`src/rtl/audio_i2s_slave_rx.sv`:
```
// I2S slave receiver: captures left/right word pairs from an external codec master
// and presents them on a valid/ready handshake, with sticky overrun/frame-error flags.
module audio_i2s_slave_rx #(
    parameter int unsigned WORD_W      = 16,
    parameter int unsigned SYNC_STAGES = 2
) (
    input  logic              iCLK,
    input  logic              iRST_N,
    input  logic              iEN,
    input  logic              AUD_BCLK,
    input  logic              AUD_LRCK,
    input  logic              AUD_ADCDAT,
    output logic [WORD_W-1:0] oDATA_L,
    output logic [WORD_W-1:0] oDATA_R,
    output logic              oVALID,
    input  logic              iREADY,
    output logic              oOVERRUN,
    output logic              oFRAME_ERR,
    input  logic              iCLR_ERR
);

    localparam int unsigned CNT_W = $clog2(WORD_W + 1);

    typedef enum logic [1:0] {IDLE, SHIFT, HOLD} state_t;

    state_t                 state;
    logic [SYNC_STAGES-1:0] bclk_sync;
    logic [SYNC_STAGES-1:0] lrck_sync;
    logic [SYNC_STAGES-1:0] dat_sync;
    logic                   bclk_prev;
    logic                   lrck_prev;
    logic                   ch_right;
    logic                   left_ok;
    logic [CNT_W-1:0]       bit_cnt;
    logic [WORD_W-1:0]      shreg;
    logic [WORD_W-1:0]      left_word;

    logic                   bclk_s;
    logic                   lrck_s;
    logic                   dat_s;
    logic                   bclk_rise;
    logic                   lr_change;
    logic                   last_bit;
    logic [WORD_W-1:0]      shift_next;

    assign bclk_s     = bclk_sync[SYNC_STAGES-1];
    assign lrck_s     = lrck_sync[SYNC_STAGES-1];
    assign dat_s      = dat_sync[SYNC_STAGES-1];
    assign bclk_rise  = bclk_s & ~bclk_prev;
    assign lr_change  = bclk_rise & (lrck_s != lrck_prev);
    assign last_bit   = (bit_cnt == CNT_W'(WORD_W - 1));
    assign shift_next = {shreg[WORD_W-2:0], dat_s};

    always_ff @(posedge iCLK) begin
        if (!iRST_N) begin
            state      <= IDLE;
            bclk_sync  <= '0;
            lrck_sync  <= '0;
            dat_sync   <= '0;
            bclk_prev  <= 1'b0;
            lrck_prev  <= 1'b0;
            ch_right   <= 1'b0;
            left_ok    <= 1'b0;
            bit_cnt    <= '0;
            shreg      <= '0;
            left_word  <= '0;
            oDATA_L    <= '0;
            oDATA_R    <= '0;
            oVALID     <= 1'b0;
            oOVERRUN   <= 1'b0;
            oFRAME_ERR <= 1'b0;
        end else begin
            bclk_sync <= {bclk_sync[SYNC_STAGES-2:0], AUD_BCLK};
            lrck_sync <= {lrck_sync[SYNC_STAGES-2:0], AUD_LRCK};
            dat_sync  <= {dat_sync[SYNC_STAGES-2:0], AUD_ADCDAT};
            bclk_prev <= bclk_s;
            if (bclk_rise) begin
                lrck_prev <= lrck_s;
            end

            // Handshake and flag clears come first so that loads and sets below win.
            if (oVALID && iREADY) begin
                oVALID <= 1'b0;
            end
            if (iCLR_ERR) begin
                oOVERRUN   <= 1'b0;
                oFRAME_ERR <= 1'b0;
            end

            if (!iEN) begin
                state   <= IDLE;
                left_ok <= 1'b0;
            end else if (bclk_rise) begin
                case (state)
                    IDLE: begin
                        if (lr_change && !lrck_s) begin
                            state    <= SHIFT;
                            ch_right <= 1'b0;
                            bit_cnt  <= '0;
                            left_ok  <= 1'b0;
                        end
                    end
                    SHIFT: begin
                        if (lr_change) begin
                            // Channel switched before the word filled: drop it and restart.
                            oFRAME_ERR <= 1'b1;
                            left_ok    <= 1'b0;
                            ch_right   <= lrck_s;
                            bit_cnt    <= '0;
                        end else begin
                            shreg   <= shift_next;
                            bit_cnt <= bit_cnt + CNT_W'(1);
                            if (last_bit) begin
                                state <= HOLD;
                                if (!ch_right) begin
                                    left_word <= shift_next;
                                    left_ok   <= 1'b1;
                                end else if (left_ok) begin
                                    if (!oVALID || iREADY) begin
                                        oDATA_L <= left_word;
                                        oDATA_R <= shift_next;
                                        oVALID  <= 1'b1;
                                    end else begin
                                        oOVERRUN <= 1'b1;
                                    end
                                end
                            end
                        end
                    end
                    HOLD: begin
                        if (lr_change) begin
                            state    <= SHIFT;
                            ch_right <= lrck_s;
                            bit_cnt  <= '0;
                            if (!lrck_s) begin
                                left_ok <= 1'b0;
                            end
                        end
                    end
                    default: state <= IDLE;
                endcase
            end
        end
    end

endmodule

```
`config.mk`:
```
export PLATFORM = sky130hd
export DESIGN_NAME = audio_i2s_slave_rx
export DESIGN_NICKNAME = d
export VERILOG_FILES = /design/src/rtl/audio_i2s_slave_rx.sv
export SDC_FILE = /design/constraint.sdc
export NUM_CORES = 1
export LEC_CHECK = 0
export ABC_CLOCK_PERIOD_IN_PS = 1700
export BUFFER_PORTS_ARGS = -buffer_cell sky130_fd_sc_hd__buf_2
export CAP_MARGIN = 20
export CORE_MARGIN = 1
export CORE_UTILIZATION = 45
export DETAILED_ROUTE_END_ITERATION = 6
export PLACE_DENSITY = 0.73
export SYNTH_ARGS = -nofsm -noshare
export SYNTH_HDL_FRONTEND = slang
export SYNTH_SLANG_ARGS = --single-unit
```
`constraint.sdc`:
```
create_clock -name iCLK -period 1.7 [get_ports iCLK]
set_input_delay 0.34 -clock iCLK [delete_from_list [all_inputs] [get_ports iCLK]]
set_output_delay 0.34 -clock iCLK [all_outputs]
set_load 0.1 [all_outputs]
```
; ---- Word-level counts from Yosys, hierarchy flattened
; Index checks and enable logic that the tools add are counted.
[op_classes]
add_sub_neg = 1
eq_ne = 12
mux = 41
bitwise_logic = 5
n_reduce_logical = 17
[ops]
columns = operator, count
row1 = two-way mux 1 bit, 30
row2 = two-way mux 5 bit, 3
row3 = case mux 5 bit (3 select lines), 1
row4 = AND reduction 5 bit, 3
row5 = != test 2 bit (second input constant), 5
row6 = two-way mux 2 bit, 4
row7 = AND reduction 8 bit, 1
row8 = AND reduction 7 bit, 1
row9 = != test 3 bit (second input constant), 2
row10 = case mux 2 bit (3 select lines), 1
row11 = AND reduction 6 bit, 1
row12 = adder 5 x 1 -> 5 bit (second input constant), 1
row13 = == test 5 x 4 -> 1 bit (second input constant), 1
row14 = AND reduction 4 bit, 1
row15 = NOT 1 bit, 3
row16 = case mux 1 bit (3 select lines), 1
row17 = nonzero test 3 bit, 1
row18 = bitwise AND 1 bit, 2
row19 = == test 2 x 1 -> 1 bit (second input constant), 1
row20 = == test 2 bit (second input constant), 1
row21 = logical AND 1 bit, 2
row22 = zero test 1 bit, 2
row23 = zero test 2 bit, 1
row24 = != test 2 x 1 -> 1 bit (second input constant), 1
row25 = other kinds (6), 6
[word_totals]
regBits = 83
elab_cells = 92

; ---- Logic depth before layout (Yosys ltp)
; Gate-level depths: netlist of run 1.
[logic_depth]
ltp_word = 10
ltp_mapped = 9
depth_no_buf = 7

; ---- Worst setup path after synthesis of run 1
; No wires, ideal clock.
[synth_timing]
path_type = reg-to-reg
start = reg oVALID
end = reg oDATA_L[0]
setup_time_ns = 0.128
arrival_time_ns = 1.844
path_slack_ns = -0.272
path_stages_with_launch = 6
synth_period_minus_slack_ns = 1.972
cell_sequence = dfxtp_1 nor2b_1 nor4_4 buf_6 mux2i_1 nor2_1
[synth_via]
elab_chain_cells = 3
[synth_rtl]
columns = element, line
row1 = "start, declared", 15  ; output logic oVALID,
row2 = "start signal, assigned", 69  ; oVALID <= 1'b0;
row3 = "start signal, assigned", 83  ; oVALID <= 1'b0;
row4 = "start signal, assigned", 122  ; oVALID <= 1'b1;
row5 = zero test 1 bit, 119  ; if (!oVALID || iREADY) begin
row6 = logical OR 1 bit, 119
row7 = AND reduction 8 bit (no line), --
row8 = "end signal, assigned", 120  ; oDATA_L <= left_word;
row9 = "end, declared", 13  ; output logic [WORD_W-1:0] oDATA_L,
; No other way between the ends.
; A chain may end at the register's enable or synchronous reset.

; ---- Worst setup path after layout of run 1
[layout_timing]
start = reg state[1]
end = reg left_word[13]
[layout_via]
elab_chain_cells = 2
[layout_rtl]
columns = element, line
row1 = "start, declared", 26  ; state_t state;
row2 = "start signal, assigned", 56  ; state <= IDLE;
row3 = "start signal, assigned", 91  ; state <= IDLE;
row4 = "start signal, assigned", 97  ; state <= SHIFT;
row5 = == test 2 x 1 -> 1 bit, 94  ; case (state)
row6 = AND reduction 6 bit (no line), --
row7 = "end signal, assigned", 116  ; left_word <= shift_next;
row8 = "end, declared", 36  ; logic [WORD_W-1:0] left_word;
; No other way between the ends.

==> results of run 1 <==
==> layer usage <==
| layer | wire [um] | GRT usage (%) |
|---|---|---|
| met5 | 0 | 0 |
| met1 | 3150 | 22.3 |
| met4 | 93 | 7.15 |
| met2 | 3940 | 36.4 |
| met3 | 212 | 4.74 |
==> metrics by stage <==
step	utilization, %	cells
floorplan	-	331
global placement	55.6	483
detailed placement	55.6	483
CTS	61.5	508
global route	62.8	511
finish	62.8	511
==> worst paths after layout <==
| kind | from | end | slack [ps] | cells past startpoint |
|---|---|---|---|---|
| min | AUD_ADCDAT | dat_sync[0] | 200 | 2 |
| max | state[1] | left_word[13] | -160 | 10 |
| max reg2reg | state[1] | left_word[13] | -160 | 10 |
| min reg2reg | lrck_sync[0] | lrck_sync[1] | 440 | 1 |
==> cell families after synthesis <==
logic type	after synthesis
AND/OR/NAND/NOR	124
flip-flops	83
multiplexers	49
AO/OA/AOI/OAI	46
buffers and inverters	22
adder cells (fa/ha/maj)	6
XOR/XNOR	1
==> flip-flops by register name, summed over array words and instances (netlist names), 2 cells and up <==
signal	cells
bclk_sync	2
dat_sync	2
shreg	15
state	2
oDATA_L	16
bit_cnt	5
oDATA_R	16
left_word	16
lrck_sync	2
==> synth_stat cells (2+ instances only) <==
cell	count	share of area, %
o21a_1	3	0.69
nor2_1	52	6.0
nand4_1	2	0.38
buf_4	2	0.46
clkbuf_1	9	1.0
buf_6	4	1.4
or2_2	2	0.38
nand2b_1	2	0.38
o21ai_0	7	1.1
nor3b_1	2	0.46
a21oi_1	22	3.4
inv_1	5	0.58
dfxtp_1	83	51
a211oi_1	2	0.46
nand3b_1	2	0.46
nor2b_1	4	0.77
nor3_1	2	0.31
or4_1	2	0.46
mux2i_1	49	15
nand2_1	34	3.9
nand3_1	2	0.31
and2_1	8	1.5
ha_1	6	2.3
o221a_2	3	1.0
==> repair_timing <==
item | 4_1_cts | 5_1_grt
hold buffers | 0 | 0
resized for setup | 20 | 17
endpoints found under the setup margin | 69 | 70
setup buffers | 7 | 4
cloned | 3 | 1
pin swaps | 11 | 13
==> final cells by class <==
| cell class | count | area, um2 | area share (%) |
|---|---|---|---|
| sequential | 83 | 1670 | 38.5 |
| multi-input combinational | 226 | 1670 | 38.5 |
| timing repair buffer | 85 | 643 | 14.8 |
| clock buffer | 9 | 124 | 2.85 |
| tap | 96 | 120 | 2.77 |
| clock inverter | 6 | 90.1 | 2.08 |
| inverter | 6 | 22.5 | 0.519 |
==> power by group <==
part           internal [uW]  leakage [uW]  switching (uW)
combinational           36.5      0.000895            56.7
clock                    824      0.000106             689
sequential              1950      0.000673            5.94
total                   2810       0.00167             752
==> results.txt, run 1 <==
----------------------------------------------------
[Run status]
  Outcome ... complete, but fails checks
  Violated checks ... setup timing

[Critical path]
  Most frequent cell on the critical path ... buf_4
  Crit path cell chain ... inv_2, ha_4, nand4b_1, buf_4, buf_6, nor3b_4, buf_4, buf_12, mux2i_1, nor2_1
  Worst path slowest cell ... dfxtp_2
  Setup Crit Path Kind ... reg2reg
  Top Family by Delay on Critical Path ... buffers and inverters
  Delay of the slowest cell on the worst path ... 330 ps
  Crit end category ... flop
  Data arrival time of the critical path ... 2090 ps
  Total buffers and inverters traversed by the critical path ... 5
  Critical Path RT ... 1930 ps
  Peak fanout along the critical path ... 8
  CP startpoint kind ... flop

[Place]
  Routability Congestion ... 0.835
  Number of buffers inserted by port buffering ... 42
  Detailed placement HPWL ... 4420 um
  Pre-CTS worst setup slack ... -182 ps
  Area after DPL ... 0.00384 mm2

[Floorplanning]
  Overall die height ... 87.2 um
  Overall die width ... 87.2 um
  Initial cell density of the core ... 47.2%
  IO Pins ... 43
  Core region area ... 0.00691 mm2
  Standard-cell rows ... 30
  Die area ... 0.00760 mm2

[Clock tree]
  Clock insertion delay at the later pin of the skew report ... 350 ps
  Inserted Clock Buffers ... 9
  Total number of H-tree levels ... 3
  Clk buf depth ... 2
  CTS tree ... yes
  Root cell of the clock tree ... clkbuf_8
  Clock-pin slew on the worst setup and hold paths ... 80 ps
  Total clock sinks ... 83

[Power and ir drop]
  Power per cell area ... 821 mW/mm2
  Total chip power ... 3560 uW
  Total leakage power ... 0.00167 uW
  Worst vdd ir ... 0.600 mV

[Timing]
  Worst-Margin Slew ... 650 ps
  Number of endpoints with negative hold slack in the final report ... 0
  Worst hold slack after final layout ... 202 ps
  RSZ-0062 raised after global routing ... true
  Relative slew margins ... 56.6%
  Final setup margin ... -158 ps
  Count of final setup violators ... 61
  Min cycle time layout ... 1860 ps
  Final slew viol count ... 0
  Setup skew after layout ... 9.53 ps
  Share of the cycle needed by the critical path after routing ... 109%
  Setup TNS Final ... -4830 ps
  Achievable Freq ... 538 MHz

[Finish]
  Commonest non-fill, non-tap cell in the layout ... dfxtp_1
  Final-layout fill cell count ... 578
  Area Growth Syn to Fin ... 33.0%
  Commonest cells after routing, fill and taps aside ... 76 x dfxtp_1, 51 x nor2_1, 45 x mux2i_1, 42 x buf_2, 34 x nand2_1
  Post-route cell area ... 0.00434 mm2
  Final net count ... 425
  Layout cell share with drive strength beyond 1 ... 34.5%
  Number of diodes added for antenna fixing ... 0

[Route]
  Number of DRC violations after detailed-routing iteration 0 ... 98
  Remaining design rule violation count ... 0
  Total wire length ... 7400 um
  First-pass iteration count of the detailed router ... 4
  Via density per instance ... 5.15
  Via count ... 2633
  Number of nets still failing antenna checks after routing ... 0
  Drt wl/cell ... 14.5 um

[Synthesis]
  Mux contribution to synthesized area ... 15.0%
  Post-Syn Nets ... 345
  XOR/XNOR share of the synthesized area ... 0.498%
  Fraction of the mapped netlist area in simple logic gates ... 18.3%
  Largest family of logic cells by synthesized area ... simple AND/OR/NAND/NOR gates
  Adder-Cell Fraction of Synth Area ... 2.30%
  Unique cell type count in the Yosys netlist ... 46
  Warnings from Yosys ... 0
  Post-synthesis instance total ... 331
  Post-synthesis register bit count ... 83
  FFs w/ async S/R, synth ... 0%
  Portion of the post-synthesis area used by sequential elements ... 50.9%
  Share of the synthesized area in compound gates (AO/OA/AOI/OAI) ... 9.28%
  Avg Synthesized Cell Area ... 9.86 um2
  Ys flop type ... dfxtp_1
  Cell area after technology mapping ... 0.00326 mm2
  Number of enable-type register cells in the synthesized netlist ... 0

[Min path]
  Hold crit path type ... in2reg

[Run]
  # Max-Cap Violations ... 0

[Global routing]
  Remaining global-route overflow ... 0
  Maximum number of pins on one net before global-route repair ... 32
  Wire length of the first global-routing pass ... 11600 um
  Number of antenna violations at the first check in global routing ... 0
  Number of global-route vias before repair ... 2497
  All-layer global routing usage ... 19.8%

----------------------------------------------------
No activity file was read; power rests on OpenSTA's default activity.
==> inputs of run 2 (changes only) <==
- CTS_BUF_LIST: default -> sky130_fd_sc_hd__clkbuf_4 sky130_fd_sc_hd__clkbuf_8
- PLACE_DENSITY: 0.73 -> 0.67
==> run 2 against run 1 <==
The flow still finishes with violations (setup timing). Power increased by 1.3%. Sequential cell count unchanged. Wire length decreased by 6.3%. Cell count increased by 0.78%. Setup slack improved by 25 ps. Clock skew increased by 0.64 ps. Hold slack got worse by 12 ps.
==> results.txt, run 2 (synthesized netlist as in run 1, its figures left out) <==
----------------------------------------------------
[Clock tree]
  Root cell of the clock tree ... clkbuf_8
  Clock-pin slew on the worst setup and hold paths ... 90 ps
  Clk buf depth ... 2
  Total clock sinks ... 83
  Total number of H-tree levels ... 3
  Count of hold buffers inserted by post-cts repair ... 0
  Clock insertion delay at the later pin of the skew report ... 350 ps
  CTS tree ... yes
  Inserted Clock Buffers ... 9

[Finish]
  Area taken by multi-input logic gates ... 0.00167 mm2
  Registers with the most flip-flops ... left_word x16, oDATA_L x16, oDATA_R x16
  Area Growth Syn to Fin ... 34.0%
  Commonest cells after routing, fill and taps aside ... 76 x dfxtp_1, 52 x nor2_1, 46 x mux2i_1, 42 x buf_2
  Final-layout fill cell count ... 587
  Commonest non-fill, non-tap cell in the layout ... dfxtp_1
  FF/Latch Area ... 0.00167 mm2
  Number of diodes added for antenna fixing ... 0
  Share of the core filled with cells ... 63.3%
  Layout cell share with drive strength beyond 1 ... 34.6%
  Final net count ... 428
  Number of non-filler instances in the completed layout ... 515

[Route]
  Drt wl/cell ... 13.5 um
  Number of DRC violations after detailed-routing iteration 0 ... 78
  Number of nets still failing antenna checks after routing ... 0
  Via count ... 2578
  First-pass iteration count of the detailed router ... 4
  Total wire length ... 6940 um
  Remaining design rule violation count ... 0
  Via density per instance ... 5.01

[Power and ir drop]
  Worst vdd ir ... 0.577 mV
  Part of the total power dissipated in the clock network ... 43.4%
  Share of total power in combinational logic ... 2.5%
  Net Switching ... 748 uW
  Internal power summed over all cells ... 2860 uW
  Sw Share ... 20.7%
  Total leakage power ... 0.00165 uW
  Power per cell area ... 825 mW/mm2
  Total chip power ... 3610 uW
  Flop pwr share ... 54.1%

[Floorplanning]
  Standard-cell rows ... 30
  Overall die width ... 87.2 um
  Overall die height ... 87.2 um
  IO Pins ... 43
  Initial cell density of the core ... 47.2%
  Die area ... 0.00760 mm2
  Core region area ... 0.00691 mm2

[Timing]
  Setup skew after layout ... 10.2 ps
  Achievable Freq ... 545 MHz
  Final setup margin ... -133 ps
  Share of the cycle needed by the critical path after routing ... 108%
  Count of final setup violators ... 48
  Min cycle time layout ... 1830 ps
  Number of endpoints with negative hold slack in the final report ... 0
  Worst hold slack after final layout ... 189 ps
  Worst-Margin Slew ... 495 ps
  Relative slew margins ... 67.2%
  Final slew viol count ... 0
  RSZ-0062 raised after global routing ... true

[Critical path]
  Reg2reg setup slack ... -130 ps
  Setup Crit Path Kind ... reg2reg
  Peak fanout along the critical path ... 5
  Crit end category ... flop
  CP startpoint kind ... flop
  Worst path slowest cell ... dfxtp_2
  Crit path cell chain ... ha_4, and3_4, ha_4, nor2b_4, nor3b_4, buf_6, mux2i_1, nor2_1
  Data arrival time of the critical path ... 2070 ps
  Most frequent cell on the critical path ... ha_4
  Delay of the slowest cell on the worst path ... 360 ps
  Top Family by Delay on Critical Path ... simple AND/OR/NAND/NOR gates
  Total buffers and inverters traversed by the critical path ... 1
  Critical Path RT ... 1940 ps

[Place]
  Number of buffers inserted by port buffering ... 42
  Detailed placement HPWL ... 4430 um
  Routability Congestion ... 0.862
  Cell count after placement ... 489

[Global routing]
  Remaining global-route overflow ... 0
  Maximum number of pins on one net before global-route repair ... 65
  Number of global-route vias before repair ... 2435
  All-layer global routing usage ... 19.2%
  Number of antenna violations at the first check in global routing ... 0
  Wire length of the first global-routing pass ... 11200 um

[Run status]
  Outcome ... complete, but fails checks
  Violated checks ... setup timing

[Run]
  # Max-Cap Violations ... 0

[Min path]
  Hold crit path type ... in2reg

----------------------------------------------------
run 2: cell type report:
class | instances | area share (%)
tap | 96 | 2.75
inverter | 6 | 0.515
clock inverter | 4 | 1.72
clock buffer | 12 | 3.35
sequential | 83 | 38.3
multi-input combinational | 226 | 38.1
timing repair buffer | 88 | 15.3
run 2: layer usage:
metal | global-route usage [%] | wire length [um]
met1 | 23.7 | 3240
met3 | 4.83 | 249
met2 | 33.1 | 3340
met4 | 5.96 | 105
met5 | 0 | 0
run 2: path summary, 6_finish.rpt:
kind                from           end  cells after the start
min             AUD_LRCK  lrck_sync[0]                      2
max reg2reg   bit_cnt[0]  left_word[6]                      8
max           bit_cnt[0]  left_word[6]                      8
min reg2reg  dat_sync[0]   dat_sync[1]                      1
run 2: what timing repair did:
item	CTS	global route
endpoints found under the setup margin	52	55
pin swaps	8	26
cloned	3	1
setup buffers	6	3
resized for setup	16	23
run 2: per-stage QoR:
step	instance area, um2	setup WS [ps]	TNS [ps]
after floorplan	3330	-130	-4580
after global placement	3870	-121	-5080
after detailed placement	3870	-174	-7380
after CTS	4270	-133	-3950
after global routing	4370	-234	-8900
final	4370	-133	-4460
run 2: power groups by stage:
| stage | Sequential [uW] | Clock (uW) | Combinational, uW |
|---|---|---|---|
| after global routing | 1950 | 1690 | 99.2 |
| after global placement | 2000 | 0 | 86.3 |
| final | 1950 | 1560 | 91.3 |
| after floorplan | 2000 | 0 | 44.5 |
| after CTS | 1950 | 1580 | 86.3 |
| after detailed placement | 2000 | 0 | 85.5 |
